**src/rtl/mips_pkg.sv**
```systemverilog
// Shared opcode/funct constants and decoded-control types for the decode stage.
package mips_pkg;

  localparam logic [5:0] OP_R    = 6'h00;
  localparam logic [5:0] OP_LW   = 6'h23;
  localparam logic [5:0] OP_SW   = 6'h2B;
  localparam logic [5:0] OP_BEQ  = 6'h04;
  localparam logic [5:0] OP_ADDI = 6'h08;
  localparam logic [5:0] OP_ANDI = 6'h0C;
  localparam logic [5:0] OP_ORI  = 6'h0D;
  localparam logic [5:0] OP_XORI = 6'h0E;
  localparam logic [5:0] OP_LUI  = 6'h0F;

  // R-type functs that write the long (hi/lo) result pair
  localparam logic [5:0] FN_LONG_FIRST = 6'h18;
  localparam logic [5:0] FN_LONG_LAST  = 6'h1B;

  typedef enum logic [1:0] {
    IMM_SEXT,
    IMM_ZEXT,
    IMM_LUI
  } imm_sel_e;

  typedef struct packed {
    logic mem_write;
    logic alu_src;
    logic alu_reg_write;
    logic mem_reg_write;
    logic long_write;
    logic branch;
    logic illegal;
  } ctrl_t;

  function automatic logic is_long_funct(input logic [5:0] funct);
    return (funct >= FN_LONG_FIRST) && (funct <= FN_LONG_LAST);
  endfunction

endpackage

```
**src/rtl/decode_ctrl.sv**
```systemverilog
// Combinational opcode table: control flags and immediate-extension select.
module decode_ctrl
  import mips_pkg::*;
(
  input  logic [5:0] op,
  input  logic [5:0] funct,
  output ctrl_t      ctrl,
  output imm_sel_e   imm_sel
);

  always_comb begin
    ctrl    = '0;
    imm_sel = IMM_SEXT;
    case (op)
      OP_R: begin
        if (is_long_funct(funct)) ctrl.long_write    = 1'b1;
        else                      ctrl.alu_reg_write = 1'b1;
      end
      OP_LW: begin
        ctrl.alu_src       = 1'b1;
        ctrl.mem_reg_write = 1'b1;
      end
      OP_SW: begin
        ctrl.alu_src   = 1'b1;
        ctrl.mem_write = 1'b1;
      end
      OP_BEQ: ctrl.branch = 1'b1;
      OP_ADDI: begin
        ctrl.alu_src       = 1'b1;
        ctrl.alu_reg_write = 1'b1;
      end
      OP_ANDI, OP_ORI, OP_XORI: begin
        ctrl.alu_src       = 1'b1;
        ctrl.alu_reg_write = 1'b1;
        imm_sel            = IMM_ZEXT;
      end
      OP_LUI: begin
        ctrl.alu_src       = 1'b1;
        ctrl.alu_reg_write = 1'b1;
        imm_sel            = IMM_LUI;
      end
      default: ctrl.illegal = 1'b1;
    endcase
  end

endmodule

```
**src/rtl/decode_stage.sv**
```systemverilog
// Decode pipeline stage: load-use interlock, valid/ready handshake, registered bundle.
module decode_stage
  import mips_pkg::*;
#(
  parameter int XLEN    = 32,
  parameter int ALUOP_W = 12,
  parameter int CNT_W   = 16
) (
  input  logic               clk,
  input  logic               rst,
  input  logic               in_valid,
  output logic               in_ready,
  input  logic [31:0]        in_inst,
  input  logic [XLEN-1:0]    in_pc,
  input  logic               flush,
  input  logic               ex_load_valid,
  input  logic [4:0]         ex_load_rt,
  output logic               out_valid,
  input  logic               out_ready,
  output logic               mem_write,
  output logic               alu_src,
  output logic               alu_reg_write,
  output logic               mem_reg_write,
  output logic               long_write,
  output logic               branch,
  output logic               illegal,
  output logic [4:0]         rs,
  output logic [4:0]         rt,
  output logic [4:0]         rd,
  output logic [XLEN-1:0]    imm,
  output logic [ALUOP_W-1:0] aluop,
  output logic [XLEN-1:0]    pc,
  output logic [CNT_W-1:0]   stall_cnt
);

  function automatic logic [XLEN-1:0] ext_imm(input imm_sel_e sel, input logic [15:0] raw);
    logic [XLEN-1:0] r;
    r = '0;
    case (sel)
      IMM_ZEXT: r[15:0]  = raw;
      IMM_LUI:  r[31:16] = raw;
      default:  r = {{(XLEN-16){raw[15]}}, raw};
    endcase
    return r;
  endfunction

  function automatic logic [CNT_W-1:0] sat_inc(input logic [CNT_W-1:0] c);
    return (&c) ? c : c + 1'b1;
  endfunction

  // Stage p0: combinational decode of the offered instruction
  logic [5:0]      op_p0;
  logic [4:0]      rs_p0, rt_p0;
  ctrl_t           ctrl_p0;
  imm_sel_e        imm_sel_p0;
  logic            reads_rs_p0, reads_rt_p0, hazard_p0, fire_p0;

  assign op_p0 = in_inst[31:26];
  assign rs_p0 = in_inst[25:21];
  assign rt_p0 = in_inst[20:16];

  decode_ctrl u_ctrl (
    .op      (op_p0),
    .funct   (in_inst[5:0]),
    .ctrl    (ctrl_p0),
    .imm_sel (imm_sel_p0)
  );

  assign reads_rs_p0 = (op_p0 != OP_LUI);
  assign reads_rt_p0 = (op_p0 == OP_R) || (op_p0 == OP_SW) || (op_p0 == OP_BEQ);
  assign hazard_p0   = in_valid && ex_load_valid && (ex_load_rt != 5'd0) &&
                       ((reads_rs_p0 && (ex_load_rt == rs_p0)) ||
                        (reads_rt_p0 && (ex_load_rt == rt_p0)));

  logic  vld_p1;
  ctrl_t ctrl_p1;

  assign in_ready = !rst && (!vld_p1 || out_ready) && !hazard_p0 && !flush;
  assign fire_p0  = in_valid && in_ready;

  // Stage p1: registered bundle toward execute
  always_ff @(posedge clk) begin
    if (rst) begin
      vld_p1    <= 1'b0;
      ctrl_p1   <= '0;
      rs        <= '0;
      rt        <= '0;
      rd        <= '0;
      imm       <= '0;
      aluop     <= '0;
      pc        <= '0;
      stall_cnt <= '0;
    end else begin
      if (hazard_p0) stall_cnt <= sat_inc(stall_cnt);
      if (flush) begin
        vld_p1 <= 1'b0;
      end else if (fire_p0) begin
        vld_p1  <= 1'b1;
        ctrl_p1 <= ctrl_p0;
        rs      <= rs_p0;
        rt      <= rt_p0;
        rd      <= in_inst[15:11];
        imm     <= ext_imm(imm_sel_p0, in_inst[15:0]);
        aluop   <= in_inst[ALUOP_W-1:0];
        pc      <= in_pc;
      end else if (out_ready) begin
        vld_p1 <= 1'b0;
      end
    end
  end

  assign out_valid     = vld_p1;
  assign mem_write     = ctrl_p1.mem_write;
  assign alu_src       = ctrl_p1.alu_src;
  assign alu_reg_write = ctrl_p1.alu_reg_write;
  assign mem_reg_write = ctrl_p1.mem_reg_write;
  assign long_write    = ctrl_p1.long_write;
  assign branch        = ctrl_p1.branch;
  assign illegal       = ctrl_p1.illegal;

endmodule

```
**config.mk**
```make
export PLATFORM = sky130hd
export DESIGN_NAME = decode_stage
export DESIGN_NICKNAME = d
export VERILOG_FILES = /design/src/rtl/mips_pkg.sv /design/src/rtl/decode_ctrl.sv /design/src/rtl/decode_stage.sv
export SDC_FILE = /design/constraint.sdc
export NUM_CORES = 1
export LEC_CHECK = 0
export CAP_MARGIN = 15
export CORE_MARGIN = 4
export CORE_UTILIZATION = 34
export DETAILED_ROUTE_END_ITERATION = 12
export GPL_ROUTABILITY_DRIVEN = 0
export PLACE_DENSITY = 0.68
export REMOVE_ABC_BUFFERS = 1
export SETUP_SLACK_MARGIN = 0.05
export SYNTH_ARGS = -nofsm -noshare
export SYNTH_HDL_FRONTEND = slang
export SYNTH_HIERARCHICAL = 1
export SYNTH_SLANG_ARGS = --single-unit
```
**constraint.sdc**
```tcl
create_clock -name clk -period 2 [get_ports clk]
set_clock_uncertainty 0.1 [all_clocks]
set_input_delay 0.3 -clock clk [delete_from_list [all_inputs] [get_ports clk]]
set_output_delay 0.3 -clock clk [all_outputs]
set_load 0.03 [all_outputs]
```
==> results of run 1 <==
-- logic make-up (layout without fill, tap and decap cells) --
family / after synthesis / in the layout / share of synthesized area
mux: 8 / 8 / 0.01942
buf+inv: 47 / 305 / 0.04947
simple gates: 269 / 270 / 0.2844
compound gates: 137 / 137 / 0.1510
fa+ha+maj: 2 / 2 / 0.005179
flops: 114 / 114 / 0.4724
xor+xnor: 10 / 10 / 0.01813
-- worst min-delay path by stage --
stage                      startpoint  depth (start not counted)             to
after floorplan                   rst                          1  alu_reg_write
after global routing      in_inst[22]                          3          rs[1]
after global placement         imm[1]                          2         imm[1]
after detailed placement       pc[10]                          2         pc[10]
after CTS                 in_inst[16]                          3          rt[0]
final                     in_inst[22]                          3          rs[1]
-- through the flow --
stage               setup slack (ps)  instances  setup TNS, ps
floorplan                      -1220        544        -109140
global placement              -665.5        959         -70320
detailed placement            -824.5        959         -78870
CTS                           -49.50       1005         -49.50
global route                  -141.0       1026          -5584
finish                        -82.22       1026         -457.5
-- state kept, by name (all words and copies together), names as in the netlist --
| name | count |
|---|---|
| alu_reg_write | 1 |
| mem_write | 1 |
| rs | 5 |
| out_valid | 1 |
| aluop | 11 |
| imm | 32 |
| mem_reg_write | 1 |
| pc | 32 |
| stall_cnt | 16 |
| rt | 5 |
| branch | 1 |
| rd | 5 |
| long_write | 1 |
| alu_src | 1 |
| illegal | 1 |
-- critical path, stage by stage --
cell and delay [ps]:
sky130_fd_sc_hd__buf_4 140, sky130_fd_sc_hd__or4_4 510, sky130_fd_sc_hd__o211ai_4 210, sky130_fd_sc_hd__nand4b_1 180
sky130_fd_sc_hd__and3_4 210, sky130_fd_sc_hd__buf_6 130
-- layout make-up --
| type | count | area, µm² |
|---|---|---|
| fillers | 1096 | 4989 |
| multi-input cells | 427 | 3032 |
| repair buffers | 269 | 2756 |
| flip-flops and latches | 114 | 2286 |
| clock buffers | 19 | 442.9 |
| well taps | 180 | 225.2 |
| clock inverters | 13 | 135.1 |
| inverters | 4 | 15.01 |
-- power by group through the flow --
stage               Combinational [mW]  Sequential (mW)  Clock [mW]
CTS                              0.802             2.38        2.99
floorplan                        0.171             2.56           0
global route                      1.01             2.39        3.10
finish                           0.961             2.38        2.94
global placement                 0.764             2.42           0
detailed placement               0.778             2.43           0
-- cell usage after synthesis (5+ instances only) --
| cell type | instances | area share |
|---|---|---|
| sky130_fd_sc_hd__nor2_1 | 14 | 0.011 |
| sky130_fd_sc_hd__dfxtp_1 | 114 | 0.47 |
| sky130_fd_sc_hd__clkbuf_1 | 24 | 0.019 |
| sky130_fd_sc_hd__a21oi_1 | 104 | 0.11 |
| sky130_fd_sc_hd__buf_4 | 8 | 0.012 |
| sky130_fd_sc_hd__and3_1 | 11 | 0.014 |
| sky130_fd_sc_hd__o21ai_1 | 10 | 0.010 |
| sky130_fd_sc_hd__o21ai_0 | 10 | 0.010 |
| sky130_fd_sc_hd__buf_2 | 8 | 0.0083 |
| sky130_fd_sc_hd__xor2_1 | 6 | 0.011 |
| sky130_fd_sc_hd__nand2_1 | 154 | 0.12 |
| sky130_fd_sc_hd__nor2b_1 | 8 | 0.010 |
| sky130_fd_sc_hd__nand4_1 | 7 | 0.0091 |
| sky130_fd_sc_hd__nor3_1 | 5 | 0.0052 |
| sky130_fd_sc_hd__nor4_1 | 5 | 0.0065 |
| sky130_fd_sc_hd__nand3_1 | 6 | 0.0062 |
| sky130_fd_sc_hd__nand3b_1 | 31 | 0.048 |
-- routing by layer --
layer	up-vias	part of all wire	GRT usage
met5	-	0	0
met4	0	0.018	0.06625
met3	29	0.060	0.06731
met2	171	0.52	0.3334
met1	2585	0.40	0.2187
li1	2515	-	-
-- what timing repair did --
action / in CTS / in global routing
pin swaps: 19 / 109
buffers inserted: 12 / 8
cloned: 2 / 13
setup endpoints to repair: 126 / 100
resized for setup: 97 / 183
==> metrics.cfg, run 1 <==
[logic_synthesis]
dominantRegCellSynth=sky130_fd_sc_hd__dfxtp_1
synth_warn=6
mappedNetlistArea_um2=4831
synth_async_sr_flop_share=0
postSynthCellCount=587
syn-mean-instance-area_um2=8.230
synth-edff-count=0
synth.lib_cells_used.distinct=52
synth-seq-area-share=0.4724
synth.ff_latch_count=114

[sta]
fin_crit_sh=1.041
final_max_slew_viol_count=0
grt_setup_unrepaired=true
report.final.setup_viol=24
finalCriticalPeriod_ps=2082
worst_slack_ps=-82.22
max_slew_headroom=0.5306
worst_slew_pin_slew_ps=704.0
clock.fmax_mhz=480.3
hold_ws_ps=51.41
timing.final.hold_violations=0

[global_route]
gr_ovfl_total=0
grt_first_pass_wirelength_um=25160
grt_antenna_before_repair=0
vias_in_the_first_global_route=5183
grt_start_max_net_pins=124
grtUsageTotal=0.1918

[outcome]
outcome=finished, violations left
failed_checks=setup timing

[power]
p_sw_mw=1.637
clock_share_of_power=0.468
powerDensity_nw_per_um2=706.7
relative_contribution_of_sequential_cells_to_total_power=0.379
finalPower_mw=6.284
switching_share=0.2606
vdd_drop_max_mv=0.9083
power_frac_comb=0.153
power_report.internal_total_mw=4.646
power_leakage_nw=3.510

[routing]
routedWlPerCell_um=17.72
drt_iter0_drc=283
wl_um=18180
remaining_drc_errors=0
routed-via-count=5300
antenna_left=0
drt_pass1_iterations=5
detail_route.vias_per_cell=5.166

[layout]
synthToLayoutAreaGrowth_pct=84.07
mostFrequentLayoutCells=sky130_fd_sc_hd__clkdlybuf4s50_1, sky130_fd_sc_hd__dfxtp_1, sky130_fd_sc_hd__nand2_1
most_common_cell_after_layout_fill_and_taps_aside=sky130_fd_sc_hd__clkdlybuf4s50_1
antennaDiodeCount=0
final_core_utilization=0.6406
finish.net_count=910
final_design_area_excluding_fillers_um2=8892
final_layout_size_suffix_gt1_frac=0.3251

[clock_network]
path_clk_slew_ps=60
clk_path_buf_depth=2
cts.sink_count=114
worst_skew_pair.late_latency_ps=420
max_h_tree_level=4
tritoncts.num_buffers=17
clock_tree_from_tritoncts=yes
clk_root_buffer_cell=sky130_fd_sc_hd__clkbuf_16
cts.hold.buffers_added=0

[setup_path]
arrival_time_reported_for_the_critical_path_endpoint_ps=1680
worstReg2RegEnd=stall_cnt[15]
timing.critical_path.from_type=input port
timing.rr.start=stall_cnt[9]
cp-end-kind=output pin
worstPathMaxFanout=4
cp-startpoint=ex_load_rt[3]
r2r_cells=6
timing.critical_path.to=in_ready
reg2reg_setup_slack_ps=20
timing.setup.critical_path_class=in -> out
worstPathRequired_ps=1600

[floorplanning]
dieArea_um2=16180
core_region_um2=13880
fp-row-count=43
chipWidth_um=127.2
ios=191
initial_utilization=0.3480
die_y_um=127.2

[placed_design]
postPlaceCellArea_um2=7163
numPortBuffers=190
detailedPlacementHpwl_um=10700

[worst_hold_path]
worstHoldPathType=in -> reg

[flow_run]
drv.max_cap_violation_count=0

Power figures use the tool's default switching activity.
==> run 2: changes to the inputs <==
CTS_CLUSTER_SIZE = 10   (was unset)
==> results of run 2 <==
Final layout, timing and power as in run 1 (identical DEF).
==> run 3: changes to the inputs <==
ABC_AREA = 1   (was unset)
PLACE_DENSITY = unset   (was 0.68)
==> run 3 against run 2 <==
Compared with the run above: the run now ends clean; via count increased by 10%; maximum frequency increased by 8.8%; wire length decreased by 7.2%; power increased by 3.0%; non-clock buffer count decreased by 33; critical path depth decreased by 1; worst hold slack improved by 41 ps; clock power increased by 4%; die area increased by 17%.
==> metrics.cfg, run 3 <==
[logic_synthesis]
synth_top_area_cell=sky130_fd_sc_hd__dfxtp_1  ; unchanged
synth-edff-count=0  ; unchanged
ys_top_cells_by_count=sky130_fd_sc_hd__nand2_1, sky130_fd_sc_hd__nor2_1, sky130_fd_sc_hd__inv_1, sky130_fd_sc_hd__dfxtp_1, sky130_fd_sc_hd__nand4_1  ; was sky130_fd_sc_hd__nand2_1, sky130_fd_sc_hd__dfxtp_1, sky130_fd_sc_hd__a21oi_1, sky130_fd_sc_hd__nand3b_1, sky130_fd_sc_hd__clkbuf_1
synth_warn=6  ; unchanged
synth_most_common_cell=sky130_fd_sc_hd__nand2_1  ; unchanged
mappedNetlistArea_um2=5699  ; was 4831 µm²
synth_async_sr_flop_share=0  ; unchanged
syn-mean-instance-area_um2=6.612  ; was 8.230 µm²
synth_area_leaders=sky130_fd_sc_hd__dfxtp_1, sky130_fd_sc_hd__nand2_1, sky130_fd_sc_hd__nor2_1  ; was sky130_fd_sc_hd__dfxtp_1, sky130_fd_sc_hd__nand2_1, sky130_fd_sc_hd__a21oi_1
dominantRegCellSynth=sky130_fd_sc_hd__dfxtp_1  ; unchanged
yosys.area.top_type_share=0.4004  ; was 0.4724
synth.lib_cells_used.distinct=33  ; was 52
synth-seq-area-share=0.4004  ; was 0.4724
synth.ff_latch_count=114  ; unchanged
postSynthCellCount=862  ; was 587

[routing]
wl_um=16870  ; was 18180 µm
routed-via-count=5852  ; was 5300
detail_route.vias_per_cell=4.512  ; was 5.166
remaining_drc_errors=0  ; unchanged
routedWlPerCell_um=13.01  ; was 17.72 µm
drt_pass1_iterations=4  ; was 5
antenna_left=0  ; unchanged
drt_iter0_drc=282  ; was 283

[setup_path]
cp-end-kind=output pin  ; unchanged
arrival_time_reported_for_the_critical_path_endpoint_ps=1510  ; was 1680 ps
worstPathMaxFanout=4  ; unchanged
worstPathRequired_ps=1600  ; about the same
timing.setup.critical_path_class=in -> out  ; unchanged
cp-startpoint=flush  ; was ex_load_rt[3]
timing.rr.start=stall_cnt[1]  ; was stall_cnt[9]
timing.critical_path.from_type=input port  ; unchanged

[sta]
clock.fmax_mhz=522.3  ; was 480.3 MHz
final_max_slew_viol_count=0  ; unchanged
finalCriticalPeriod_ps=1915  ; was 2082 ps
max_slew_headroom=0.6330  ; was 0.5306
report.final.setup_viol=0  ; was 24
fin_crit_sh=0.9573  ; was 1.041
grt_setup_unrepaired=true  ; unchanged
worst_slew_pin_slew_ps=550.5  ; was 704.0 ps
timing.final.hold_violations=0  ; unchanged

[floorplanning]
chipWidth_um=137.5  ; was 127.2 µm
initial_utilization=0.3449  ; was 0.3480
core_region_um2=16520  ; was 13880 µm²
ios=191  ; unchanged
fp-row-count=47  ; was 43
dieArea_um2=18900  ; was 16180 µm²
die_y_um=137.5  ; was 127.2 µm

[layout]
largest_registers=imm x32, pc x32, stall_cnt x16  ; unchanged
final_core_utilization=0.5215  ; was 0.6406
final_design_area_excluding_fillers_um2=8618  ; was 8892 µm²
final_layout_size_suffix_gt1_frac=0.09842  ; was 0.3251
mostFrequentLayoutCells=sky130_fd_sc_hd__nand2_1, sky130_fd_sc_hd__nor2_1, sky130_fd_sc_hd__clkdlybuf4s50_1  ; was sky130_fd_sc_hd__clkdlybuf4s50_1, sky130_fd_sc_hd__dfxtp_1, sky130_fd_sc_hd__nand2_1
most_common_cell_after_layout_fill_and_taps_aside=sky130_fd_sc_hd__nand2_1  ; was sky130_fd_sc_hd__clkdlybuf4s50_1
synthToLayoutAreaGrowth_pct=51.22  ; was 84.07%
antennaDiodeCount=0  ; unchanged
finish.net_count=1141  ; was 910

[clock_network]
clk_root_buffer_cell=sky130_fd_sc_hd__clkbuf_16  ; unchanged
clk_path_buf_depth=2  ; unchanged
path_clk_slew_ps=60  ; about the same
cts.hold.buffers_added=0  ; unchanged
tritoncts.num_buffers=17  ; unchanged
max_h_tree_level=4  ; unchanged
cts.sink_count=114  ; unchanged
worst_skew_pair.late_latency_ps=410  ; was 420 ps
clock_tree_from_tritoncts=yes  ; unchanged

[global_route]
grtUsageTotal=0.1800  ; was 0.1918
gr_ovfl_total=0  ; unchanged
vias_in_the_first_global_route=5382  ; was 5183
grt_first_pass_wirelength_um=26950  ; was 25160 µm
grt_start_max_net_pins=48  ; was 124
grt_antenna_before_repair=0  ; unchanged

[placed_design]
detailedPlacementHpwl_um=11940  ; was 10700 µm
numPortBuffers=190  ; unchanged
postPlaceCellArea_um2=8015  ; was 7163 µm²

[worst_hold_path]
worstHoldPathType=in -> reg  ; unchanged
hold_path.startpoint=rst  ; was in_inst[22]

[power]
power_leakage_nw=3.942  ; was 3.510 nW
powerDensity_nw_per_um2=750.9  ; was 706.7 nW/µm²
vdd_drop_max_mv=0.5381  ; was 0.9083 mV

[outcome]
outcome=finished, final reports clean  ; was finished, violations left

[flow_run]
drv.max_cap_violation_count=0  ; unchanged

## run 3: worst paths after layout
kind             endpoint  slack (ps)  depth (start not counted)
max reg2reg  stall_cnt[1]         270                          9
max              in_ready          90                          5
min             out_valid          90                          3
min reg2reg      aluop[8]         360                          2
## run 3: layout make-up
cell class,instances,area (µm²)
Fill cell,1628,7906
Clock buffer,19,452.9
Timing Repair Buffer,236,2311
Inverter,129,484.2
Tap cell,220,275.3
Clock inverter,13,153.9
Multi-Input combinational cell,566,2659
Sequential cell,114,2282
## run 3: kinds of logic after synthesis
| logic type | after synthesis | share of synthesized area |
|---|---|---|
| flops | 114 | 0.4004 |
| compound gates | 71 | 0.06718 |
| buf+inv | 182 | 0.1396 |
| fa+ha+maj | 2 | 0.004390 |
| simple gates | 476 | 0.3622 |
| xor+xnor | 17 | 0.02612 |
## run 3: repair_timing
item | CTS | global route
gates resized for setup | 37 | 12
buffers inserted | 1 | 1
setup endpoints to repair | 102 | 19
pin swaps | 9 | 2
## run 3: report_power, final
group / leakage [nW] / total [mW] / switching (mW) / internal [mW]
combinational: 2.73 / 1.00 / 0.566 / 0.438
sequential: 0.928 / 2.41 / 0.0442 / 2.36
clock: 0.284 / 3.06 / 1.14 / 1.92
total: 3.94 / 6.47 / 1.75 / 4.72
## run 3: stage by stage
step                      worst slack, ps  cells  power [mW]  setup TNS [ps]  hold slack (ps)
after floorplan                     -1941    809       2.949         -189380            262.4
after global placement             -410.4   1264       3.472          -38360            349.7
after detailed placement           -431.3   1264       3.476          -45100            354.5
after CTS                           35.04   1296       6.563               0            73.77
after global routing                12.45   1297       6.777               0            92.45
final                               85.34   1297       6.472               0            92.32
## run 3: per-layer routing
layer	global-route usage	routed length, µm
met3	0.05478	1109
met4	0.06264	272
met5	0	0
met2	0.2920	7975
met1	0.2264	7513
## run 3: worst max-delay path: stages
cell	delay, ps
sky130_fd_sc_hd__clkdlybuf4s50_1	390
sky130_fd_sc_hd__or2_2	310
sky130_fd_sc_hd__nor2_4	170
sky130_fd_sc_hd__a21boi_2	200
sky130_fd_sc_hd__buf_6	150
